<file path="src/rtl/tb_pkg.sv">
// Shared types for the run-and-check sequencer.
// Also carries the core controller's fetch-state encoding.
package tb_pkg;

  typedef enum logic [2:0] {
    ST_IDLE,
    ST_RESET,
    ST_RUN,
    ST_CHECK,
    ST_DONE
  } run_state_t;

  // Controller state that marks instruction retirement
  localparam logic [3:0] S1 = 4'd1;

endpackage

</file>
<file path="src/rtl/run_checker_scan.sv">
// Register-file scanner: walks every entry once,
// counts mismatches and captures the lowest failing index.
module reg_compare_scan
  import tb_pkg::*;
#(
  parameter int NREGS = 32,
  parameter int DW    = 32,
  parameter int AW    = $clog2(NREGS)
) (
  input  logic          clk,
  input  logic          rst,
  input  logic          clr,
  input  logic          go,
  input  logic [DW-1:0] rd_data,
  input  logic [DW-1:0] exp_data,
  output logic [AW-1:0] rd_addr,
  output logic          finished,
  output logic          mismatch,
  output logic [AW:0]   fail_count,
  output logic [AW-1:0] first_fail
);

  logic          active_q, active_d;
  logic [AW-1:0] addr_q, addr_d;
  logic [AW:0]   fail_q, fail_d;
  logic [AW-1:0] first_q, first_d;
  logic          last;

  always_comb begin
    active_d = active_q;
    addr_d   = addr_q;
    fail_d   = fail_q;
    first_d  = first_q;
    last     = (addr_q == AW'(NREGS - 1));
    // 4-state compare: an undriven read never matches
    mismatch = active_q && (rd_data !== exp_data);
    finished = active_q && last;
    if (clr) begin
      active_d = 1'b0;
      addr_d   = '0;
      fail_d   = '0;
      first_d  = '0;
    end else if (go) begin
      active_d = 1'b1;
      addr_d   = '0;
    end else if (active_q) begin
      if (mismatch) begin
        fail_d = fail_q + 1'b1;
        if (fail_q == '0) begin
          first_d = addr_q;
        end
      end
      if (last) begin
        active_d = 1'b0;
        addr_d   = '0;
      end else begin
        addr_d = addr_q + 1'b1;
      end
    end
  end

  always_ff @(posedge clk or posedge rst) begin
    if (rst) begin
      active_q <= 1'b0;
      addr_q   <= '0;
      fail_q   <= '0;
      first_q  <= '0;
    end else begin
      active_q <= active_d;
      addr_q   <= addr_d;
      fail_q   <= fail_d;
      first_q  <= first_d;
    end
  end

  assign rd_addr    = addr_q;
  assign fail_count = fail_q;
  assign first_fail = first_q;

endmodule

</file>
<file path="config.mk">
export PLATFORM = sky130hd
export DESIGN_NAME = reg_compare_scan
export DESIGN_NICKNAME = d
export VERILOG_FILES = /design/src/rtl/tb_pkg.sv /design/src/rtl/run_checker_scan.sv
export SDC_FILE = /design/constraint.sdc
export NUM_CORES = 1
export LEC_CHECK = 0
export CAP_MARGIN = 0
export CORE_ASPECT_RATIO = 0.8
export CORE_UTILIZATION = 36
export CTS_CLUSTER_SIZE = 40
export DETAILED_ROUTE_END_ITERATION = 7
export GPL_TIMING_DRIVEN = 1
export PLACE_DENSITY = 0.9
export SYNTH_ARGS = -nofsm -noshare
export SYNTH_HDL_FRONTEND = slang
export SYNTH_SLANG_ARGS = --single-unit
</file>
<file path="constraint.sdc">
create_clock -name clk -period 1.8 [get_ports clk]
set_input_delay 0.36 -clock clk [delete_from_list [all_inputs] [get_ports clk]]
set_output_delay 0.36 -clock clk [all_outputs]
set_load 0.02 [all_outputs]
</file>
# == After elaboration in Yosys (flattened, before gate mapping) ==
# Cells that the tools add are included.
# totals
register_bits,17
out_inout_bits,18
wordCells,35
in_bits,68
# op_classes
n_eq_ne,3
n_reduce_logical,9
n_addsub,2
muxes,17
# ops
cell,count
5-bit 2-to-1 mux,9
32-bit case inequality test,1
6-bit 2-to-1 mux,4
"6-bit by 1-bit adder with 6-bit output, second input constant",1
6-bit zero test,1
2-bit nonzero test,3
"5-bit by 1-bit adder with 5-bit output, second input constant",1
"5-bit equality test, second input constant",1
1-bit 2-to-1 mux,4
4-bit AND reduction,1
3-bit AND reduction,1
3-bit nonzero test,1
1-bit logical AND,2
"2-bit != test, second input constant",1

# == Depth between registers and ports, before layout ==
# Gate-level depths: netlist of run 1.
# logic_depth
word_depth,6
depth_mapped,8
ltp_nobuf,8

# == Worst setup path after synthesis of run 1 ==
# Ideal clock, no wire load.
# synth_timing
path_type,input to register
start,input rd_data[20]
end,register first_q[0] (netlist: first_fail[0])
arrival_time_ps,1608
setup_time_ps,79
slack_ps,112
cell_stages,7
required_ps,1721
n_path_buf,1
cell_sequence,xnor2_1 > nand4_1 > nor4_2 > a211oi_2 > and4b_1 > buf_6 > mux2i_1
# synth_via
elab_chain_len,4
# synth_lines
element,line,rtl
"start, declared",run_checker_scan.sv:14,"input logic [DW-1:0] rd_data,"
32-bit case inequality test,run_checker_scan.sv:36,mismatch = active_q && (rd_data !== exp_data);
1-bit logical AND,run_checker_scan.sv:36,
2-bit nonzero test (no source line),--,
4-bit AND reduction (no source line),--,
"end signal, assigned",run_checker_scan.sv:72,first_q <= first_d;
"end, declared",run_checker_scan.sv:26,"logic [AW-1:0] first_q, first_d;"
# No other way between the ends.
# A chain may end at the register's enable or synchronous reset.

# == Worst setup path in the final report of run 1 ==
# layout_timing
start,register addr_q[0] (netlist: rd_addr[0])
end,output finished
# layout_via
elab_chain_len,2
# layout_lines
element,line,rtl
"start, declared",run_checker_scan.sv:24,"logic [AW-1:0] addr_q, addr_d;"
"start signal, assigned",run_checker_scan.sv:70,addr_q <= addr_d;
5-bit equality test,run_checker_scan.sv:34,last = (addr_q == AW'(NREGS - 1));
1-bit logical AND,run_checker_scan.sv:37,finished = active_q && last;
"end, declared",run_checker_scan.sv:17,"output logic finished,"
# No other way between the ends.

==> run metrics, run 1 <==
DIE AREA=0.00380 mm²; Final ANT Viol Nets=0; Via density=4.86; H-Tree Depth=1; max-cap violations=0; CP Capture Type=output pin; Total Wirelength=3710 µm; XOR/XNOR share of the synthesized area=0.226; compound-gate portion of the synthesized area=0.0450; total CTS buffers=3; R2R cell count=10; Final setup violation count=0; fin util=0.671; die span in y=55.3 µm; Post-synth top flop=dfrtp_1; main combinational cell family by area after synthesis=simple AND/OR/NAND/NOR gates; vias in the first global route=1407; critical path's slowest cell=dfrtp_1; Max Freq=0.572 GHz; number of synthesized flops with an enable pin=0; Seq/Total Area, Yosys=0.332; CP bufs+invs=1; Crit path arrival time=1.39 ns; final-report max-slew violation count=0; Die W=68.7 µm; HPWL Detailed=2880 µm; maximum vdd drop=0.237 mV; area post-placement=0.00227 mm²; Worst-path clk slew=0.07 ns; launching point of the worst reg2reg path=rd_addr[0]; pin count of the biggest net entering global routing=18; mean routed wirelength per cell=13.4 µm; Yosys top cell area share=0.332; IO Pins=86; simple logic cell fraction of the synthesized area=0.229; Mapped Avg Cell Area=9.62 µm²; DRT iter0 DRCs=113; slowest stage delay, CP=0.38 ns; Hold Violations, Final=0; # DRC=0; Worst EP required=1.44 ns; RSZ-0062 raised after global routing=true; area grow syn2layout=70.0%; power per cell area=445 mW/mm²; clk root buf=clkbuf_8; Least-Margin Pin Slew=0.328 ns; Ant. Diodes=0; crit path launch type=flip-flop; worst r2r dst=rd_addr[0]; worst-path cell chain=ha_2 > and3_4 > ha_4 > and2_4 > buf_6; worst-path fanout max=2; TritonCTS clock tree=yes; FF+latch count, synth=17; worst skew pair latency=0.25 ns; fin area=0.00218 mm²; global placement routability congestion=0.746; clk sinks=17; FILL cells=267; IO Port Bufs=85; core area=0.00324 mm²; synthesized area=0.00128 mm²; gr usage total=0.201; dominant cell type by area after synthesis=dfrtp_1; Period Utilization, post-route=0.971; Yosys cell types=26; status=complete, no violations; Worst Skew=0.00677 ns; Net count, final=309; critical path type=flip-flop to output pin; via count=1342; net count of the mapped netlist=205; R2R Setup Slk=0.09 ns; num rows=18; initial antenna violation count=0; family with the most delay on the worst path=flip-flops; GRT overflow=0; hold crit path type=input pin to asynchronous set/reset pin; Synth Area in Adders=0.0391; Max Root-Sink Buffers=2; worst setup path endpoint=finished; WP depth=5; fin worst setup slack=0.0527 ns; fraction of layout cells with a size suffix above 1=0.462; Setup crit start=rd_addr[0]; Async SR Flop Fraction=1.00; Starting Density=0.395; Area contributors post-synth=dfrtp_1 (33%), xnor2_1 (23%), mux2i_1 (7.0%); leakage power=0.00102 µW; minimum clock period=1.75 ns; post-synthesis mux area share=0.0968; cell count after synthesis=133; Synth warnings=0; Slew headroom=0.781; hold buffers post-CTS=0; first-pass iteration count of the detailed router=4; Hold Slack=0.424 ns; pre-CTS setup slack=-0.725 ns; global-route wire length before repair=5870 µm; setup TNS=0 ns
cell type report:
| type | count | area, µm² | share of cell area |
|---|---|---|---|
| Sequential cell | 17 | 425 | 0.196 |
| Timing Repair Buffer | 104 | 711 | 0.327 |
| Inverter | 4 | 15.0 | 0.00690 |
| Multi-Input combinational cell | 107 | 928 | 0.427 |
| Tap cell | 40 | 50.0 | 0.0230 |
| Clock inverter | 1 | 5.00 | 0.00230 |
| Clock buffer | 3 | 41.3 | 0.0190 |
metrics by stage:
stage	total power, µW	instances
final	968	276
after global routing	1010	276
after CTS	969	275
after detailed placement	724	269
after global placement	716	269
after floorplan	523	133
layer usage:
layer | part of all wire | vias up | global-route usage
met5 | 0 | - | 0
met4 | 0 | 0 | 0.0506
li1 | - | 659 | -
met3 | 0.055 | 0 | 0.0393
met1 | 0.41 | 631 | 0.229
met2 | 0.54 | 52 | 0.367
state kept, by name, indices dropped and copies added (netlist names):
name	flops
active_q	1
first_fail	5
rd_addr	5
fail_count	6
kinds of logic (layout without fill, tap and decap cells):
family	after synthesis	after routing
compound gates	8	8
xor+xnor	33	33
fa+ha+maj	4	4
buf+inv	9	112
flops	17	17
mux	12	12
simple gates	50	50
cells in the final DEF, fill, tap and decap left out:
cell type | netlist | final
nand2b_1 | 10 | 10
a21oi_1 | 2 | 2
nand2_1 | 2 | 2
nor2b_1 | 4 | 4
o21ai_0 | 2 | 1
buf_2 | 0 | 21
and3_1 | 2 | 1
a211oi_4 | 0 | 1
and2_4 | 0 | 1
clkbuf_2 | 0 | 38
nor2_4 | 0 | 1
clkinv_2 | 0 | 1
xnor2_1 | 33 | 25
a22oi_1 | 1 | 1
inv_1 | 4 | 4
clkbuf_8 | 0 | 3
and3_4 | 0 | 1
nor4_4 | 0 | 2
buf_4 | 0 | 18
a21bo_2 | 1 | 1
dfrtp_1 | 17 | 17
nand3b_1 | 1 | 1
mux2i_1 | 9 | 9
a21boi_1 | 0 | 1
xnor2_2 | 0 | 8
mux2_2 | 3 | 3
ha_4 | 0 | 1
o21ai_1 | 0 | 1
clkdlybuf4s50_1 | 0 | 19
nor3_1 | 7 | 7
nand4_1 | 10 | 10
ha_1 | 4 | 2
buf_6 | 1 | 8
nand3_1 | 1 | 1
and4b_1 | 1 | 1
ha_2 | 0 | 1
nor2_1 | 9 | 8
synthesized netlist by cell type (2+ instances only):
cell      count
mux2i_1       9
and3_1        2
o21ai_0       2
nand2_1       2
nor2_1        9
ha_1          4
dfrtp_1      17
xnor2_1      33
nand4_1      10
nor2b_1       4
inv_1         4
nand2b_1     10
clkbuf_1      4
nor4_2        2
nor3_1        7
a21oi_1       2
mux2_2        3
what timing repair did:
action,4_1_cts,5_1_grt
buffers inserted,2,1
endpoints found under the setup margin,13,12
pin swaps,46,39
gates resized for setup,185,64
worst reg2reg max path: cells and delay by family (launching register included):
family	cells	cell delay [ns]
buf+inv	4	0.46
flops	1	0.38
simple gates	3	0.37
fa+ha+maj	2	0.35
mux	1	0.06
worst min-delay path by stage:
stage / to / slack (ns) / startpoint / cells after the start
3_5_place_dp: first_fail[3] / 0.54 / first_fail[3] / 2
5_1_grt: fail_count[5] / 0.48 / rst / 3
2_1_floorplan: active_q / 0.29 / rst / 1
3_3_place_gp: first_fail[0] / 0.53 / first_fail[0] / 2
4_1_cts: fail_count[5] / 0.44 / rst / 3
6_report: first_fail[2] / 0.42 / rst / 3
power breakdown:
group	total [µW]	internal, µW	switching [µW]	leakage [µW]
Combinational	290	169	121	0.000763
Sequential	394	387	6.69	0.000235
Clock	284	153	131	0.0000255
Total	968	710	258	0.00102
Power figures use the tool's default switching activity.
==> run 2, diff against run 1 <==
Settings changed: RECOVER_POWER from default to 50.
==> run metrics, run 2 (synthesis results as in run 1) <==
status=complete, no violations; clk sinks=17 (unchanged); slowest stage delay, CP=0.35 ns (-0.03 ns); Max Freq=0.572 GHz (about the same); worst r2r dst=rd_addr[0]; TritonCTS clock tree=yes; via count=1346 (+0.30%); Least-Margin Pin Slew=0.910 ns (+0.583 ns); CP bufs+invs=3 (+2); R2R cell count=10 (unchanged); RSZ-0062 raised after global routing=true; first-pass iteration count of the detailed router=4 (unchanged); leakage power=0.00104 µW (+1.4%); global-route wire length before repair=5870 µm (unchanged); Via density=4.88 (+0.30%); worst-path fanout max=6 (+4); final-report max-slew violation count=0 (unchanged); fin util=0.670 (-0.00116); design internal power=708 µW (-0.29%); Max Root-Sink Buffers=2 (unchanged); Sw Share=0.266 (-0.000869); gr usage total=0.201 (unchanged); area grow syn2layout=69.7%; Hold Path Cell Cnt=2; R2R Setup Slk=0.10 ns (about the same); total CTS buffers=3 (unchanged); max-cap violations=0 (unchanged); worst min-delay path startpoint=first_fail[3]; IO Port Bufs=85 (unchanged); crit path launch type=input pin; IO Pins=86 (unchanged); core area=0.00324 mm² (unchanged); Final setup violation count=0 (unchanged); hold crit path type=flip-flop to flip-flop; Crit path arrival time=1.91 ns (+0.52 ns); Hold Slack=0.541 ns (+0.118 ns); part of the power in registers=0.409 (+0.002); H-Tree Depth=1 (unchanged); HPWL Detailed=2880 µm (unchanged); global placement routability congestion=0.746 (unchanged); Worst Skew=0.00675 ns (-0.0000187 ns); FILL cells=269 (+0.75%); Final Power=964 µW (-0.40%); pin count of the biggest net entering global routing=18 (unchanged); num rows=18 (unchanged); Worst EP required=1.96 ns (+0.52 ns); GRT overflow=0 (unchanged); Total Wirelength=3690 µm (-0.38%); number of flip-flops in the largest register=6 (unchanged); Net count, final=309 (unchanged); DIE AREA=0.00380 mm² (unchanged); hold endpoint=first_fail[3]; initial antenna violation count=0 (unchanged); Die W=68.7 µm (unchanged); Ant. Diodes=0 (unchanged); power per cell area=444 mW/mm² (-0.23%); Final ANT Viol Nets=0 (unchanged); DRT iter0 DRCs=97 (-14%); Hold Violations, Final=0 (unchanged); mean routed wirelength per cell=13.4 µm (-0.38%); minimum clock period=1.75 ns (+0.000726 ns); Worst-path clk slew=0.07 ns (about the same); launching point of the worst reg2reg path=rd_addr[0]; clk root buf=clkbuf_8; Slew headroom=0.393 (-0.388); net load switching power=256 µW (-0.73%); worst-path cell chain=clkbuf_2 > xnor2_1 > nand4_1 > nor4_4 > buf_4 > a211oi_4 > and4b_1 > buf_6 > mux2i_1; vias in the first global route=1407 (unchanged); # DRC=0 (unchanged); area post-placement=0.00227 mm² (unchanged); family with the most delay on the worst path=simple AND/OR/NAND/NOR gates; Period Utilization, post-route=0.971 (about the same); fraction of layout cells with a size suffix above 1=0.458 (-0.00424); critical path type=input pin to flip-flop; die span in y=55.3 µm (unchanged); Clk pwr share=0.293 (about the same); maximum vdd drop=0.237 mV (-0.36%); worst skew pair latency=0.25 ns (about the same); fin area=0.00217 mm² (-0.17%); most common cell after layout, fill and taps aside=clkbuf_2; combinational power share=0.298 (-0.002); commonest non-fill, non-tap cells in the layout=clkbuf_2 (38), xnor2_1 (25), buf_2 (21); critical path's slowest cell=a211oi_4; Starting Density=0.395 (unchanged); CP Capture Type=flip-flop
run 2: cell count changes in the layout (fill, tap and decap cells not counted), sizes merged:
cell	previous run	this run
clkbuf	41	42
buf	47	46
clkdlybuf4s50	19	12
dlygate4sd3	0	7
run 2: layout make-up:
class / instances / area, µm² / share of cell area
flip-flops and latches: 17 / 425 / 0.196
inverters: 4 / 15.0 / 0.00691
multi-input cells: 107 / 928 / 0.427
clock inverters: 1 / 5.00 / 0.00230
repair buffers: 104 / 707 / 0.325
well taps: 40 / 50.0 / 0.0230
clock buffers: 3 / 41.3 / 0.0190
run 2: layer usage:
| metal | GRT usage | vias to the layer above | share of wire |
|---|---|---|---|
| met5 | 0 | - | 0 |
| met4 | 0.0506 | 0 | 0.0073 |
| met3 | 0.0393 | 2 | 0.055 |
| met2 | 0.367 | 54 | 0.54 |
| met1 | 0.229 | 630 | 0.40 |
| li1 | - | 660 | - |
run 2: worst max path at each step:
stage	from	end	slack (ns)	depth (start not counted)
6_report	exp_data[30]	first_fail[1]	0.05	9
5_1_grt	exp_data[27]	mismatch	-0.02	6
4_1_cts	exp_data[20]	first_fail[1]	0.0002	9
3_5_place_dp	rd_data[4]	mismatch	-0.73	6
3_3_place_gp	exp_data[15]	mismatch	-0.69	6
2_1_floorplan	rd_data[20]	first_fail[0]	0.11	7
run 2: stage by stage:
step / setup WS, ns / TNS (ns) / instances
finish: 0.0520 / 0 / 276
global route: -0.0165 / -0.0165 / 276
CTS: 0.000204 / 0 / 275
detailed placement: -0.725 / -6.68 / 269
global placement: -0.693 / -6.24 / 269
floorplan: 0.112 / 0 / 133
run 2: worst min-delay path: cells and delay by family (launching register included):
family | cells | cell delay [ns]
DFF | 1 | 0.37
and+or+nand+nor | 1 | 0.07
muxes | 1 | 0.06
run 2: what timing repair did:
| item | 4_1_cts | 5_1_grt |
|---|---|---|
| gates resized for setup | 185 | 64 |
| endpoints found under the setup margin | 13 | 12 |
| hold buffers | 0 | 0 |
| buffers inserted | 2 | 1 |
| pin swaps | 46 | 39 |
run 2: power groups by stage:
stage                     Combinational, µW  Clock [µW]  Sequential, µW
after floorplan                         119           0             404
after global placement                  316           0             401
after detailed placement                323           0             401
after CTS                               290         286             394
after global routing                    311         306             394
final                                   288         283             394
==> run 3, diff against run 2 <==
Settings changed: PLACE_DENSITY 0.9 to 0.93.
==> run metrics, run 3 (synthesis results as in run 1) <==
Worst EP required=1.44 ns (-0.52 ns); pin count of the biggest net entering global routing=18 (unchanged); crit path launch type=input pin; fraction of layout cells with a size suffix above 1=0.455 (-0.00269); gr usage total=0.215 (+0.0146); num rows=18 (unchanged); Starting Density=0.395 (unchanged); H-Tree Depth=1 (unchanged); worst r2r dst=rd_addr[2]; maximum vdd drop=0.264 mV (+12%); fin util=0.664 (-0.00540); IO Port Bufs=85 (unchanged); Setup crit start=exp_data[7]; Slew headroom=0.404 (+0.0109); most common cell after layout, fill and taps aside=clkbuf_2; Cell Count, Final, Fillers Out=273 (-1.1%); critical path type=input pin to output pin; number of flip-flops in the largest register=6 (unchanged); minimum clock period=1.75 ns (+0.00581 ns); Total Wirelength=3960 µm (+7.2%); vias in the first global route=1392 (-1.1%); HPWL Detailed=3050 µm (+5.9%); Max Root-Sink Buffers=2 (unchanged); placed cell count=269 (unchanged); initial antenna violation count=0 (unchanged); via count=1336 (-0.74%); Net count, final=306 (-0.97%); worst skew pair latency=0.26 ns (about the same); status=complete, no violations; DRT iter0 DRCs=88 (-9.3%); Least-Margin Pin Slew=0.894 ns (-0.0164 ns); global-route wire length before repair=6130 µm (+4.5%); setup TNS=0 ns (unchanged); DIE AREA=0.00380 mm² (unchanged); final-report max-slew violation count=0 (unchanged); pre-CTS setup slack=-0.731 ns (-0.00608 ns); critical path's slowest cell=nor4_2; slowest stage delay, CP=0.36 ns (about the same); leakage power=0.00101 µW (-2.4%); Die W=68.7 µm (unchanged); Crit path arrival time=1.39 ns (-0.52 ns); worst-path cell chain=buf_6 > xnor2_2 > nand4_1 > nor4_2 > a21boi_1 > buf_4; FF+latch area=425 µm² (unchanged); first-pass iteration count of the detailed router=5 (+1); IO Pins=86 (unchanged); # DRC=0 (unchanged); Max Freq=0.570 GHz (-0.33%); max-cap violations=0 (unchanged); R2R Setup Slk=0.14 ns (+0.04 ns); Worst Skew=0.00433 ns (-0.00242 ns); Period Utilization, post-route=0.974 (+0.00323); fin worst setup slack=0.0462 ns (-0.00581 ns); RSZ-0062 raised after global routing=true; global placement routability congestion=0.757 (+1.4%); R2R cell count=8 (-2); total CTS buffers=3 (unchanged); Worst-path clk slew=0.06 ns (about the same); Ant. Diodes=0 (unchanged); GRT overflow=0 (unchanged); CP Capture Type=output pin; core area=0.00324 mm² (unchanged); Hold Violations, Final=0 (unchanged); area grow syn2layout=68.3%; Final ANT Viol Nets=0 (unchanged); Multi-input gate area=916 µm² (-1.3%); worst setup path endpoint=mismatch; hold crit path type=flip-flop to flip-flop; worst-path fanout max=2 (-4); clk root buf=clkbuf_8; die span in y=55.3 µm (unchanged); Final setup violation count=0 (unchanged); launching point of the worst reg2reg path=rd_addr[0]; TritonCTS clock tree=yes; FILL cells=278 (+3.3%); clk sinks=17 (unchanged); Via density=4.89 (+0.35%); mean routed wirelength per cell=14.5 µm (+8.4%); power per cell area=449 mW/mm² (+1.2%); commonest non-fill, non-tap cells in the layout=clkbuf_2 (40), xnor2_1 (25), dfrtp_1 (17)
## run 3: area by class of cell
cell class              instances  share of cell area
inverters                       4             0.00697
multi-input cells             107               0.425
well taps                      40              0.0232
flip-flops and latches         17               0.197
repair buffers                101               0.326
clock buffers                   3              0.0192
clock inverters                 1             0.00232
## run 3: power by group
part / switching [µW] / internal [µW] / total [µW] / leakage [µW]
Combinational: 119 / 167 / 286 / 0.000752
Sequential: 5.87 / 387 / 393 / 0.000235
Clock: 135 / 154 / 289 / 0.0000255
Total: 260 / 708 / 968 / 0.00101
## run 3: layer usage
layer	global-route usage	routed length (µm)
met1	0.252	1580
met2	0.389	2160
met3	0.0269	181
met4	0.0714	38
met5	0	0
## run 3: worst max-delay path, delay by kind of cell
| family | cells | cell delay [ns] |
|---|---|---|
| AND/OR/NAND/NOR | 2 | 0.52 |
| AO/OA/AOI/OAI | 1 | 0.11 |
| buffers and inverters | 2 | 0.26 |
| XOR/XNOR | 1 | 0.13 |
## run 3: worst min path at each step
stage | to | slack (ns) | cells past startpoint | startpoint
global route | first_fail[4] | 0.58 | 2 | first_fail[4]
global placement | first_fail[0] | 0.53 | 2 | first_fail[0]
floorplan | active_q | 0.29 | 1 | rst
finish | first_fail[4] | 0.55 | 2 | first_fail[4]
CTS | first_fail[3] | 0.43 | 3 | rst
detailed placement | first_fail[4] | 0.54 | 2 | first_fail[4]
## run 3: repair_timing
action                                  4_1_cts  5_1_grt
endpoints found under the setup margin       13       12
pin swaps                                    46       40
gates resized for setup                     174       71
buffers inserted                              2        0
endpoints found under the hold margin         0        0
hold buffers                                  0        0
## run 3: stage by stage
step                hold slack, ns  area [µm²]  total power (µW)
floorplan                    0.286        1280               523
global placement             0.528        2270               715
detailed placement           0.536        2270               725
CTS                          0.435        2240               970
global route                 0.576        2150              1010
finish                       0.548        2150               968
